File: config.mk
export PLATFORM = sky130hd
export DESIGN_NAME = pix_stream_fbw
export DESIGN_NICKNAME = d
export VERILOG_FILES = /design/src/rtl/pix_stream_fbw.sv
export SDC_FILE = /design/constraint.sdc
export NUM_CORES = 1
export LEC_CHECK = 0
export ABC_AREA = 1
export BUFFER_PORTS_ARGS = -buffer_cell sky130_fd_sc_hd__buf_2
export CORE_ASPECT_RATIO = 1.1
export CORE_MARGIN = 2
export CORE_UTILIZATION = 54
export CTS_CLUSTER_SIZE = 28
export DETAILED_ROUTE_END_ITERATION = 10
export HOLD_SLACK_MARGIN = 0.1
export PLACE_DENSITY = 0.82
export SLEW_MARGIN = 30
export SYNTH_ARGS = -nofsm -noshare
export SYNTH_HDL_FRONTEND = slang
export SYNTH_SLANG_ARGS = --single-unit
File: constraint.sdc
create_clock -name clk -period 3.15 [get_ports clk]
set_clock_uncertainty 0.1 [all_clocks]
set_input_delay 0 -clock clk [delete_from_list [all_inputs] [get_ports clk]]
set_output_delay 0 -clock clk [all_outputs]
set_load 0.005 [all_outputs]
File: src/rtl/pix_stream_fbw.sv
// pix_stream_fbw: turns a raster-order RGB565 valid/ready stream into
// line-buffer writes, row commits and frame swaps for the HUB75 controller.
//
// state      | meaning
// -----------+--------------------------------------------------------------
// WAIT_ROW   | waiting for the line buffer to become writable
// FILL       | accepting beats and writing pixels into the line buffer
// FLUSH      | last pixel of the row is on the write port
// STORE      | commit/swap pulse for the current row
// HOLD       | settle cycle; controller's row_rdy is not trusted yet
// WAIT_FRAME | last row committed, waiting for the back buffer
// SWAP       | frame swap pulse; realign to the next SOF
module pix_stream_fbw #(
  parameter int N_ROWS   = 64,
  parameter int N_COLS   = 64,
  parameter int N_PLANES = 8
) (
  input  logic                        clk,
  input  logic                        rst_n,
  input  logic [15:0]                 in_data,
  input  logic                        in_sof,
  input  logic                        in_valid,
  output logic                        in_ready,
  output logic [$clog2(N_ROWS)-1:0]   fbw_row_addr,
  output logic                        fbw_row_store,
  input  logic                        fbw_row_rdy,
  output logic                        fbw_row_swap,
  output logic [3*N_PLANES-1:0]       fbw_data,
  output logic [$clog2(N_COLS)-1:0]   fbw_col_addr,
  output logic                        fbw_wren,
  output logic                        frame_swap,
  input  logic                        frame_rdy,
  output logic                        sync_err
);

  localparam int RW = $clog2(N_ROWS);
  localparam int CW = $clog2(N_COLS);
  localparam int DW = 3 * N_PLANES;

  localparam logic [RW-1:0] ROW_LAST = RW'(N_ROWS - 1);
  localparam logic [CW-1:0] COL_LAST = CW'(N_COLS - 1);
  localparam logic [CW-1:0] COL_ONE  = CW'(1);

  typedef enum logic [2:0] {
    S_WAIT_ROW   = 3'd0,
    S_FILL       = 3'd1,
    S_FLUSH      = 3'd2,
    S_STORE      = 3'd3,
    S_HOLD       = 3'd4,
    S_WAIT_FRAME = 3'd5,
    S_SWAP       = 3'd6
  } state_t;

  state_t          state_q, state_d;
  logic [RW-1:0]   row_q, row_d;
  logic [CW-1:0]   col_q, col_d;
  logic            synced_q, synced_d;
  logic            wren_q, wren_d;
  logic [CW-1:0]   wcol_q, wcol_d;
  logic [DW-1:0]   wdata_q, wdata_d;
  logic            sync_err_q, sync_err_d;

  logic            beat_acc;
  logic [DW-1:0]   pix_exp;

  // Left-align a channel and refill the vacated LSBs with its own MSBs;
  // taking the top bits of the channel written twice does exactly that.
  function automatic logic [N_PLANES-1:0] expand5(input logic [4:0] v);
    logic [9:0] rep;
    rep = {v, v};
    return rep[9 -: N_PLANES];
  endfunction

  function automatic logic [N_PLANES-1:0] expand6(input logic [5:0] v);
    logic [11:0] rep;
    rep = {v, v};
    return rep[11 -: N_PLANES];
  endfunction

  // Ready depends on registered state only, so the handshake has no
  // combinational path from the source.
  assign in_ready      = (state_q == S_FILL);
  assign beat_acc      = in_valid & in_ready;
  assign pix_exp       = {expand5(in_data[15:11]), expand6(in_data[10:5]), expand5(in_data[4:0])};

  assign fbw_row_store = (state_q == S_STORE);
  assign fbw_row_swap  = (state_q == S_STORE);
  assign fbw_row_addr  = row_q;
  assign frame_swap    = (state_q == S_SWAP);
  assign fbw_wren      = wren_q;
  assign fbw_col_addr  = wcol_q;
  assign fbw_data      = wdata_q;
  assign sync_err      = sync_err_q;

  // Next-state, position counters and registered write-port values.
  always_comb begin
    state_d    = state_q;
    row_d      = row_q;
    col_d      = col_q;
    synced_d   = synced_q;
    wren_d     = 1'b0;
    wcol_d     = wcol_q;
    wdata_d    = wdata_q;
    sync_err_d = 1'b0;

    unique case (state_q)
      S_WAIT_ROW: begin
        if (fbw_row_rdy) state_d = S_FILL;
      end

      S_FILL: begin
        if (beat_acc) begin
          if (in_sof) begin
            // SOF always restarts at (0,0); an unfinished row is dropped
            // and rows already committed will simply be overwritten.
            sync_err_d = (row_q != '0) || (col_q != '0);
            wren_d     = 1'b1;
            wcol_d     = '0;
            wdata_d    = pix_exp;
            row_d      = '0;
            col_d      = COL_ONE;
            synced_d   = 1'b1;
          end else if (synced_q) begin
            wren_d  = 1'b1;
            wcol_d  = col_q;
            wdata_d = pix_exp;
            if (col_q == COL_LAST) begin
              col_d   = '0;
              state_d = S_FLUSH;
            end else begin
              col_d = col_q + COL_ONE;
            end
          end
        end
      end

      S_FLUSH: begin
        state_d = S_STORE;
      end

      S_STORE: begin
        if (row_q == ROW_LAST) begin
          state_d = S_WAIT_FRAME;
        end else begin
          row_d   = row_q + RW'(1);
          state_d = S_HOLD;
        end
      end

      S_HOLD: begin
        state_d = S_WAIT_ROW;
      end

      S_WAIT_FRAME: begin
        if (frame_rdy) state_d = S_SWAP;
      end

      S_SWAP: begin
        row_d    = '0;
        col_d    = '0;
        synced_d = 1'b0;
        state_d  = S_WAIT_ROW;
      end

      default: begin
        state_d = S_WAIT_ROW;
      end
    endcase
  end

  // State and datapath registers with synchronous active-low reset.
  always_ff @(posedge clk) begin
    if (!rst_n) begin
      state_q    <= S_WAIT_ROW;
      row_q      <= '0;
      col_q      <= '0;
      synced_q   <= 1'b0;
      wren_q     <= 1'b0;
      wcol_q     <= '0;
      wdata_q    <= '0;
      sync_err_q <= 1'b0;
    end else begin
      state_q    <= state_d;
      row_q      <= row_d;
      col_q      <= col_d;
      synced_q   <= synced_d;
      wren_q     <= wren_d;
      wcol_q     <= wcol_d;
      wdata_q    <= wdata_d;
      sync_err_q <= sync_err_d;
    end
  end

endmodule

# Word-level counts from Yosys, hierarchy flattened
# Cells that the tools add are included.
dict set report word_totals {
  n_memories 0
  inputBits 22
  out_inout_bits 42
  latchBits 0
  mem_bits_ro 0
  register_bits 48
  mem_bits_rw 0
  wordCells 67
}
dict set report op_classes {
  n_mul 0
  div_mod_pow 0
  order_cmp 0
  n_reduce_logical 14
  eq_ne 16
  n_shift 0
  n_addsub 2
  bitwise_logic 1
  mux 26
}
# op count
set ops {}
lappend ops {{6-bit two-way mux} 9}
lappend ops {{24-bit two-way mux} 2}
lappend ops {{3-bit two-way mux} 6}
lappend ops {{6-bit case mux with 3 select lines} 1}
lappend ops {{3-bit case mux with 5 select lines} 1}
lappend ops {{6-bit by 1-bit adder with 6-bit output (second input constant)} 2}
lappend ops {{6-bit equality test (second input constant)} 2}
lappend ops {{6-bit case mux with 2 select lines} 1}
lappend ops {{3-bit AND reduction} 4}
lappend ops {{6-bit nonzero test} 2}
lappend ops {{2-bit inequality test (second input constant)} 5}
lappend ops {{4-bit AND reduction} 2}
lappend ops {{3-bit by 2-bit equality test with 1-bit output (second input constant)} 2}
lappend ops {{3-bit equality test (second input constant)} 2}
lappend ops {{2-bit by 1-bit inequality test with 1-bit output (second input constant)} 3}
lappend ops {{6-bit AND reduction} 1}
lappend ops {{1-bit two-way mux} 5}
lappend ops {{2-bit nonzero test} 2}
lappend ops {{3-bit by 1-bit equality test with 1-bit output (second input constant)} 1}
lappend ops {{3-bit logical NOT} 1}
lappend ops {{3-bit by 2-bit inequality test with 1-bit output (second input constant)} 1}
lappend ops {{3-bit nonzero test} 1}
lappend ops {{1-bit case mux with 2 select lines} 1}
lappend ops {{1-bit AND} 1}
lappend ops {{1-bit logical OR} 1}

# Logic depth before layout (Yosys ltp)
# Gate-level depths: netlist (run 1).
dict set report depth {
  word_depth 6
  mapped_depth 10
  depth_no_buf 10
}

# Worst setup path before layout (run 1)
# No wires, ideal clock.
dict set report synth_timing {
  kind {flip-flop to flip-flop}
  startpoint {register row_q[1], in the netlist fbw_row_addr[1]}
  endpoint {register row_q[0], in the netlist fbw_row_addr[0]}
  setup_ns 0.114
  stages_incl_launch_ff 9
  arrival_time_ns 1.148
  period_less_slack_ns 1.362
  n_path_buf 0
  setup_slack_ns 1.788
  required_time_ns 2.936
  path_cell_list {dfxtp_1 > ha_1 > nand3_1 > nor2_1 > nand2_2 > nand3_2 > nand2_1 > nand2_1 > nor2_1}
}
dict set report synth_via {
  elab_chain_len 3
}
# element line_no
set synth_lines {}
lappend synth_lines {{start: declaration} 55} ;# logic [RW-1:0] row_q, row_d;
lappend synth_lines {{start signal: assignment} 184} ;# row_q <= row_d;
lappend synth_lines {{6-bit equality test} 142} ;# if (row_q == ROW_LAST) begin
lappend synth_lines {{2-bit inequality test (no source line)} n/a}
lappend synth_lines {{4-bit AND reduction (no source line)} n/a}
# Every way passes these cells.
# A chain may end at the register's enable or synchronous reset.

# Worst setup path after layout (run 1)
dict set report layout_timing {
  startpoint {register state_q[2]}
  endpoint {register wdata_q[19], in the netlist fbw_data[19]}
}
dict set report layout_via {
  elab_chain_len 3
}
# element line_no
set layout_lines {}
lappend layout_lines {{start: declaration} 54} ;# state_t state_q, state_d;
lappend layout_lines {{start signal: assignment} 183} ;# state_q <= state_d;
lappend layout_lines {{3-bit by 1-bit equality test with 1-bit output *} {82, 106}}
lappend layout_lines {{1-bit AND} 83} ;# assign beat_acc = in_valid & in_ready;
lappend layout_lines {{3-bit AND reduction (no source line) *} n/a}
lappend layout_lines {{end signal: assignment} 189} ;# wdata_q <= wdata_d;
lappend layout_lines {{end: declaration} 60} ;# logic [DW-1:0] wdata_q, wdata_d;
# Every way passes the cells marked *; elsewhere a longest branch is shown, timed or not.

==> results by group, run 1 <==
Placement
  • Placed inst area: 0.002227 mm2
  • Final GP Congestion: 0.8163
  • Port Buf Inserts: 63
  • Dpl hpwl: 3039 um

Finish
  • Syn-to-layout area delta: 36.68%
  • Design Area, Final: 0.002709 mm2
  • Layout Nets: 401
  • Layout cells sized above 1: 23.94%
  • ANT cells: 0

CTS
  • H-Tree Depth: 2
  • Hold buffers post-CTS: 37
  • CTS Buffer Depth: 2
  • Post-CTS sizing: 0
  • CTS clk-pin slew, worst paths: 80 ps
  • Num CTS Buffers: 5
  • Clock sinks: 40
  • Clock root buffer: clkbuf_8
  • Worst-skew pair later-pin latency: 290 ps
  • CTS tree: built
  • Setup Fix Bufs, Post-CTS: 0

Worst setup path
  • FF-to-FF End: fbw_data[19]$_SDFFE_PN0P_
  • Required time at the worst-slack endpoint: 3270 ps
  • Critical path's top delay family: buffers and inverters
  • CP Depth: 8
  • Worst R2R Setup Slack: 960 ps
  • Crit end category: flop
  • RR Startpoint: state_q[2]$_SDFFE_PN0P_
  • Crit path kind: reg2reg
  • Startpoint class of the critical path: flop
  • Critical path fanouts, max: 21
  • WP data arrival: 2310 ps
  • CP bufs+invs: 3
  • R2R depth: 8
  • CP max-delay cell: dlygate4sd3_1
  • Worst Setup EP: fbw_data[19]$_SDFFE_PN0P_
  • Crit path cell chain: inv_1, nand2_2, nor2_2, nand2_1, buf_4, o21ai_0, dlygate4sd3_1, nor2_1
  • CP Launch Point: state_q[2]$_SDFFE_PN0P_
  • Crit-path max cell delay: 630 ps

Global route
  • Antenna violations before repair: 0
  • Largest net degree at the start of global routing: 31
  • Number of global-route vias before repair: 1,854
  • Congestion Overflow GR: 0
  • All-Layer GR Usage: 26.57%
  • First-pass GRT wire length: 8059 um

Floorplan
  • Core ar.: 0.003568 mm2
  • Die span in y: 67.54 um
  • Core Rows: 23
  • Ports: 64
  • Die area: 0.004171 mm2
  • Die W: 61.76 um
  • Initial Utilization: 55.54%

STA
  • Slew @ Worst Pin: 483.3 ps
  • Fin crit share: 69.45%
  • Total negative slack: 0 ps
  • Max Freq: 457.1 MHz
  • Fin. max-slew vios: 0
  • Final setup viols: 0
  • Final worst hold slack: 376.3 ps
  • RSZ-0062 raised after global routing: no
  • Slew HR: 67.78%
  • Final hold violation count: 0
  • Period minus WS final: 2188 ps

Pwr
  • Sw Ratio: 27.83%
  • Switch Pwr: 0.3398 mW
  • Reg power frac: 45.8%
  • VDD IR-drop max: 321.0 uV
  • Lkg Pwr: 1.290 nW
  • Combinational share of power: 20.2%
  • Clock Power Share: 33.9%
  • PwrDens: 450.6 mW/mm2
  • P_int: 0.8810 mW

Synthesis
  • Simple-gate area share of the yosys netlist: 35.35%
  • Xor/xnor share of the synthesized area: 0%
  • Mapped Nets: 311
  • Synth warn: 0
  • Cell Area, Synth: 0.001982 mm2
  • Seq/Total Area, Yosys: 40.40%
  • Synth unique cells: 28
  • Largest family of logic cells by synthesized area: simple AND/OR/NAND/NOR gates
  • Average cell area after synthesis: 6.954 um2
  • Synth Instances: 285
  • Number of synthesized register bits: 40
  • Mux contribution to synthesized area: 0%
  • Adder-cell share of the synthesized area: 2.525%
  • Synth Area in Compound Gates: 9.722%

Drt
  • Drt wl/cell: 12.98 um
  • DR vias: 2,132
  • Number of DRC violations after detailed-routing iteration 0: 125
  • Routed vias/inst: 5.005
  • Post-Route WL: 5530 um
  • DRT antenna net count: 0
  • DR pass1 iterations: 4
  • DR DRC count: 0

Min path
  • Hold WC Path Type: reg2reg

Flow run
  • Max Cap Viol: 0

Status
  • Status: complete, no violations
registers in the layout, summed over array words and instances (netlist names):
signal / flops
fbw_wren: 1
fbw_row_addr: 6
fbw_data: 16
synced_q: 1
sync_err: 1
state_q: 3
col_q: 6
fbw_col_addr: 6
area by class of cell:
type,count,area (um2)
clock buffers,5,68.82
clock inverters,3,42.54
fillers,267,859.6
inverters,26,97.59
multi-input cells,201,943.4
flip-flops and latches,40,800.8
well taps,50,62.56
repair buffers,101,693.2
Yosys cell counts, drive strengths merged:
library cell,n,share of area [%]
a21oi,13,3.5
buf,16,6.6
clkbuf,2,0.44
clkinv,1,0.19
dfxtp,40,40
ha,4,2.5
inv,25,4.7
nand2,61,12
nand3,21,5.8
nand4,6,1.9
nor2,69,14
nor3,1,0.25
o21ai,24,6.3
or2,2,0.63
power by group through the flow:
stage | combinational [mW] | sequential [mW] | clock, mW
floorplan | 0.144 | 0.568 | 0
global placement | 0.193 | 0.567 | 0
detailed placement | 0.197 | 0.569 | 0
CTS | 0.237 | 0.557 | 0.422
global route | 0.274 | 0.563 | 0.445
finish | 0.247 | 0.560 | 0.414
cells in the final DEF, fill, tap and decap left out:
cell type	count
a21oi_1	12
a21oi_2	1
buf_2	63
buf_4	1
bufinv_16	1
clkbuf_8	5
clkinv_1	1
clkinv_2	1
clkinvlp_4	1
dfxtp_1	40
dlygate4sd3_1	37
ha_1	4
inv_1	22
inv_2	3
nand2_1	56
nand2_2	4
nand2_4	1
nand3_1	19
nand3_2	2
nand4_1	6
nor2_1	65
nor2_2	1
nor2_4	3
nor3_1	1
o21ai_0	12
o21ai_1	11
o21ai_2	1
or2_2	2
tightest hold or removal path: stages, from the launching register on:
cell     delay [ps]
dfxtp_1         310
nand2_1          60
a21oi_1          60
per-layer routing:
metal | GRT usage (%) | wire [um]
met5 | 0 | 0
met1 | 27.41 | 2232
met3 | 6.322 | 268
met4 | 9.574 | 95
met2 | 50.39 | 2933
cells by family after synthesis:
logic type,Yosys count
buf+inv,44
fa+ha+maj,4
simple gates,160
compound gates,37
flops,40
metrics by stage:
stage                     power [mW]  setup WS, ps  util [%]  std cells
after floorplan               0.7118          1788         -        285
after global placement        0.7606          1386     62.41        381
after detailed placement      0.7657          1289     62.41        381
after CTS                      1.216          1122     75.91        426
after global routing           1.282         880.6     75.91        426
final                          1.221         962.3     75.91        426
worst min path at each step:
stage / startpoint / to / slack, ps / cells past startpoint
finish: synced_q$_SDFFE_PN0P_ / synced_q$_SDFFE_PN0P_ / 380 / 2
global placement: in_data[9] / fbw_data[14]$_SDFFE_PN0P_ / 140 / 3
floorplan: in_data[5] / fbw_data[10]$_SDFFE_PN0P_ / 50 / 2
CTS: synced_q$_SDFFE_PN0P_ / synced_q$_SDFFE_PN0P_ / 380 / 2
global route: fbw_col_addr[3]$_SDFFE_PN0P_ / fbw_col_addr[3]$_SDFFE_PN0P_ / 410 / 2
detailed placement: in_data[15] / fbw_data[18]$_SDFFE_PN0P_ / 140 / 3
(Power assumes the default switching activity.)
==> run 2: changes to the inputs <==
- CORE_UTILIZATION: 54 -> 50
- PLACE_DENSITY: 0.82 -> 0.77
- clock period: 3.15 -> 2.1 ns (I/O delays scaled with it)
==> run 2 against run 1 <==
Compared with the run above:
- sequential power up 49%
- routed wire length fell by 18%
- fmax is 12% higher
- die area rose by 7.5%
- count of clock-buffer cells in the layout did not move
- worst hold slack worse by 4.4 ps
==> results by group, run 2 (same netlist as run 1, synthesis figures left out) <==
Pwr
  • Sw Ratio: 27.43% (was 27.83%)
  • Lkg Pwr: 1.239 nW (was 1.290 nW)
  • Switch Pwr: 0.4937 mW (was 0.3398 mW)
  • Reg power frac: 46.5% (was 45.8%)
  • P_int: 1.306 mW (was 0.8810 mW)
  • VDD IR-drop max: 432.2 uV (was 321.0 uV)
  • Clock Power Share: 34.6% (was 33.9%)
  • Combinational share of power: 18.9% (was 20.2%)
  • PwrDens: 692.1 mW/mm2 (was 450.6 mW/mm2)

CTS
  • Clock root buffer: clkbuf_8 (unchanged)
  • Setup Fix Bufs, Post-CTS: 0 (unchanged)
  • Worst-skew pair later-pin latency: 290 ps (about the same)
  • CTS tree: built (unchanged)
  • CTS Buffer Depth: 2 (unchanged)
  • Num CTS Buffers: 5 (unchanged)
  • H-Tree Depth: 2 (unchanged)
  • CTS clk-pin slew, worst paths: 80 ps (about the same)
  • Clock sinks: 40 (unchanged)

Status
  • Status: complete, no violations (unchanged)

Floorplan
  • Core ar.: 0.003874 mm2 (was 0.003568 mm2)
  • Die W: 64.03 um (was 61.76 um)
  • Core Rows: 24 (was 23)
  • Initial Utilization: 51.16% (was 55.54%)
  • Die span in y: 70.03 um (was 67.54 um)
  • Die area: 0.004484 mm2 (was 0.004171 mm2)
  • Ports: 64 (unchanged)

Placement
  • Port Buf Inserts: 63 (unchanged)
  • Dpl hpwl: 3109 um (was 3039 um)
  • Final GP Congestion: 0.8764 (was 0.8163)
  • Placed insts: 384 (was 381)

Drt
  • Routed vias/inst: 4.873 (was 5.005)
  • Post-Route WL: 4560 um (was 5530 um)
  • DR DRC count: 0 (unchanged)
  • Drt wl/cell: 10.96 um (was 12.98 um)
  • DR vias: 2,027 (was 2,132)
  • DRT antenna net count: 0 (unchanged)
  • DR pass1 iterations: 4 (unchanged)
  • Number of DRC violations after detailed-routing iteration 0: 114 (was 125)

Global route
  • Congestion Overflow GR: 0 (unchanged)
  • Antenna violations before repair: 0 (unchanged)
  • First-pass GRT wire length: 7652 um (was 8059 um)
  • All-Layer GR Usage: 21.51% (was 26.57%)
  • Number of global-route vias before repair: 1,812 (was 1,854)
  • Largest net degree at the start of global routing: 30 (was 31)

Worst setup path
  • CP bufs+invs: 3 (unchanged)
  • Crit-path max cell delay: 580 ps (was 630 ps)
  • Crit path cell chain: inv_2, nor2_4, nand2_2, nor2_2, nand2_1, buf_6, o21ai_1, dlygate4sd3_1, nor2_1 (was inv_1, nand2_2, nor2_2, nand2_1, buf_4, o21ai_0, dlygate4sd3_1, nor2_1)
  • R2R depth: 9 (was 8)
  • Startpoint class of the critical path: flop (unchanged)
  • Crit end category: flop (unchanged)
  • WP data arrival: 2050 ps (was 2310 ps)
  • Worst R2R Setup Slack: 150 ps (was 960 ps)
  • Critical path's top delay family: buffers and inverters (unchanged)
  • Crit path kind: reg2reg (unchanged)
  • CP Depth: 9 (was 8)
  • Required time at the worst-slack endpoint: 2200 ps (was 3270 ps)
  • CP max-delay cell: dlygate4sd3_1 (unchanged)
  • Critical path fanouts, max: 20 (was 21)

Finish
  • Area of the multi-input gates: 943.4 um2 (unchanged)
  • Reg area: 804.5 um2 (was 800.8 um2)
  • Layout cells sized above 1: 26.10% (was 23.94%)
  • Syn-to-layout area delta: 31.19% (was 36.68%)
  • ANT cells: 0 (unchanged)
  • Layout Nets: 389 (was 401)
  • Most frequent cells in the layout: 65 x nor2_1, 63 x buf_2, 56 x nand2_1, 37 x dfxtp_1, 24 x dlygate4sd3_1 (was 65 x nor2_1, 63 x buf_2, 56 x nand2_1, 40 x dfxtp_1, 37 x dlygate4sd3_1)
  • Fillers: 331 (was 267)
  • Most common cell after layout, fill and taps aside: nor2_1 (unchanged)
  • Non-filler cells, final: 416 (was 426)
  • Largest register FFs: 16 (unchanged)

STA
  • Fin crit share: 93.06% (was 69.45%)
  • Slew @ Worst Pin: 343.8 ps (was 483.3 ps)
  • Period minus WS final: 1954 ps (was 2188 ps)
  • Slew HR: 77.05% (was 67.78%)
  • Total negative slack: 0 ps (unchanged)
  • Fin. max-slew vios: 0 (unchanged)
  • Max Freq: 511.7 MHz (was 457.1 MHz)
  • RSZ-0062 raised after global routing: no (unchanged)
  • Final hold violation count: 0 (unchanged)
  • Final setup viols: 0 (unchanged)

Flow run
  • Max Cap Viol: 0 (unchanged)

Min path
  • Hold depth: 2 (unchanged)
  • Hold WC Path Type: reg2reg (unchanged)
[run 2: path summary, 6_finish.rpt]
| kind | from | to |
|---|---|---|
| max | state_q[0]$_SDFFE_PN0P_ | fbw_data[15]$_SDFFE_PN0P_ |
| min | synced_q$_SDFFE_PN0P_ | synced_q$_SDFFE_PN0P_ |
| max reg2reg | state_q[0]$_SDFFE_PN0P_ | fbw_data[15]$_SDFFE_PN0P_ |
| min reg2reg | synced_q$_SDFFE_PN0P_ | synced_q$_SDFFE_PN0P_ |
[run 2: layer usage]
metal  share of wire [%]  GRT usage (%)  vias up
li1                    -              -     1051
met1                  44          25.15      900
met2                  47          37.15       69
met3                 6.2          3.543        7
met4                 2.3          11.35        0
met5                   0              0        -
[run 2: worst register-to-register path, cell delays in order, from the launching register on]
cell,delay [ps]
dfxtp_2,370
inv_2,70
nor2_4,120
nand2_2,80
nor2_2,100
nand2_1,100
buf_6,170
o21ai_1,140
dlygate4sd3_1,580
nor2_1,40
[run 2: final cells by class]
cell class              instances  share of cell area, %
clock buffers                   5                  2.647
clock inverters                 3                  1.636
inverters                      26                  3.898
multi-input cells             201                  36.28
flip-flops and latches         40                  30.94
well taps                      52                  2.502
repair buffers                 89                  22.09
[run 2: repair_timing]
| item | CTS | global route |
|---|---|---|
| gates resized for setup | 0 | 6 |
| setup endpoints to repair | 0 | 2 |
| hold endpoints to repair | 36 | 0 |
| hold buffers | 24 | 0 |
[run 2: power groups by stage]
stage          Clock, mW  Combinational (mW)  Sequential [mW]
6_report           0.623               0.340            0.837
5_1_grt            0.675               0.387            0.843
4_1_cts            0.638               0.338            0.835
3_5_place_dp           0               0.302            0.853
3_3_place_gp           0               0.294            0.851
2_1_floorplan          0               0.216            0.852
[run 2: stage by stage]
| step | hold slack [ps] | cell area, um2 | utilization (%) | power, mW | setup slack [ps] |
|---|---|---|---|---|---|
| 3_5_place_dp | 146.2 | 2237 | 57.75 | 1.155 | 412.7 |
| 2_1_floorplan | 48.81 | 1982 | - | 1.068 | 738.1 |
| 6_report | 371.9 | 2600 | 67.12 | 1.800 | 145.7 |
| 4_1_cts | 374.0 | 2589 | 66.83 | 1.811 | 48.70 |
| 5_1_grt | 380.7 | 2600 | 67.12 | 1.904 | 25.60 |
| 3_3_place_gp | 133.5 | 2237 | 57.75 | 1.145 | 515.6 |
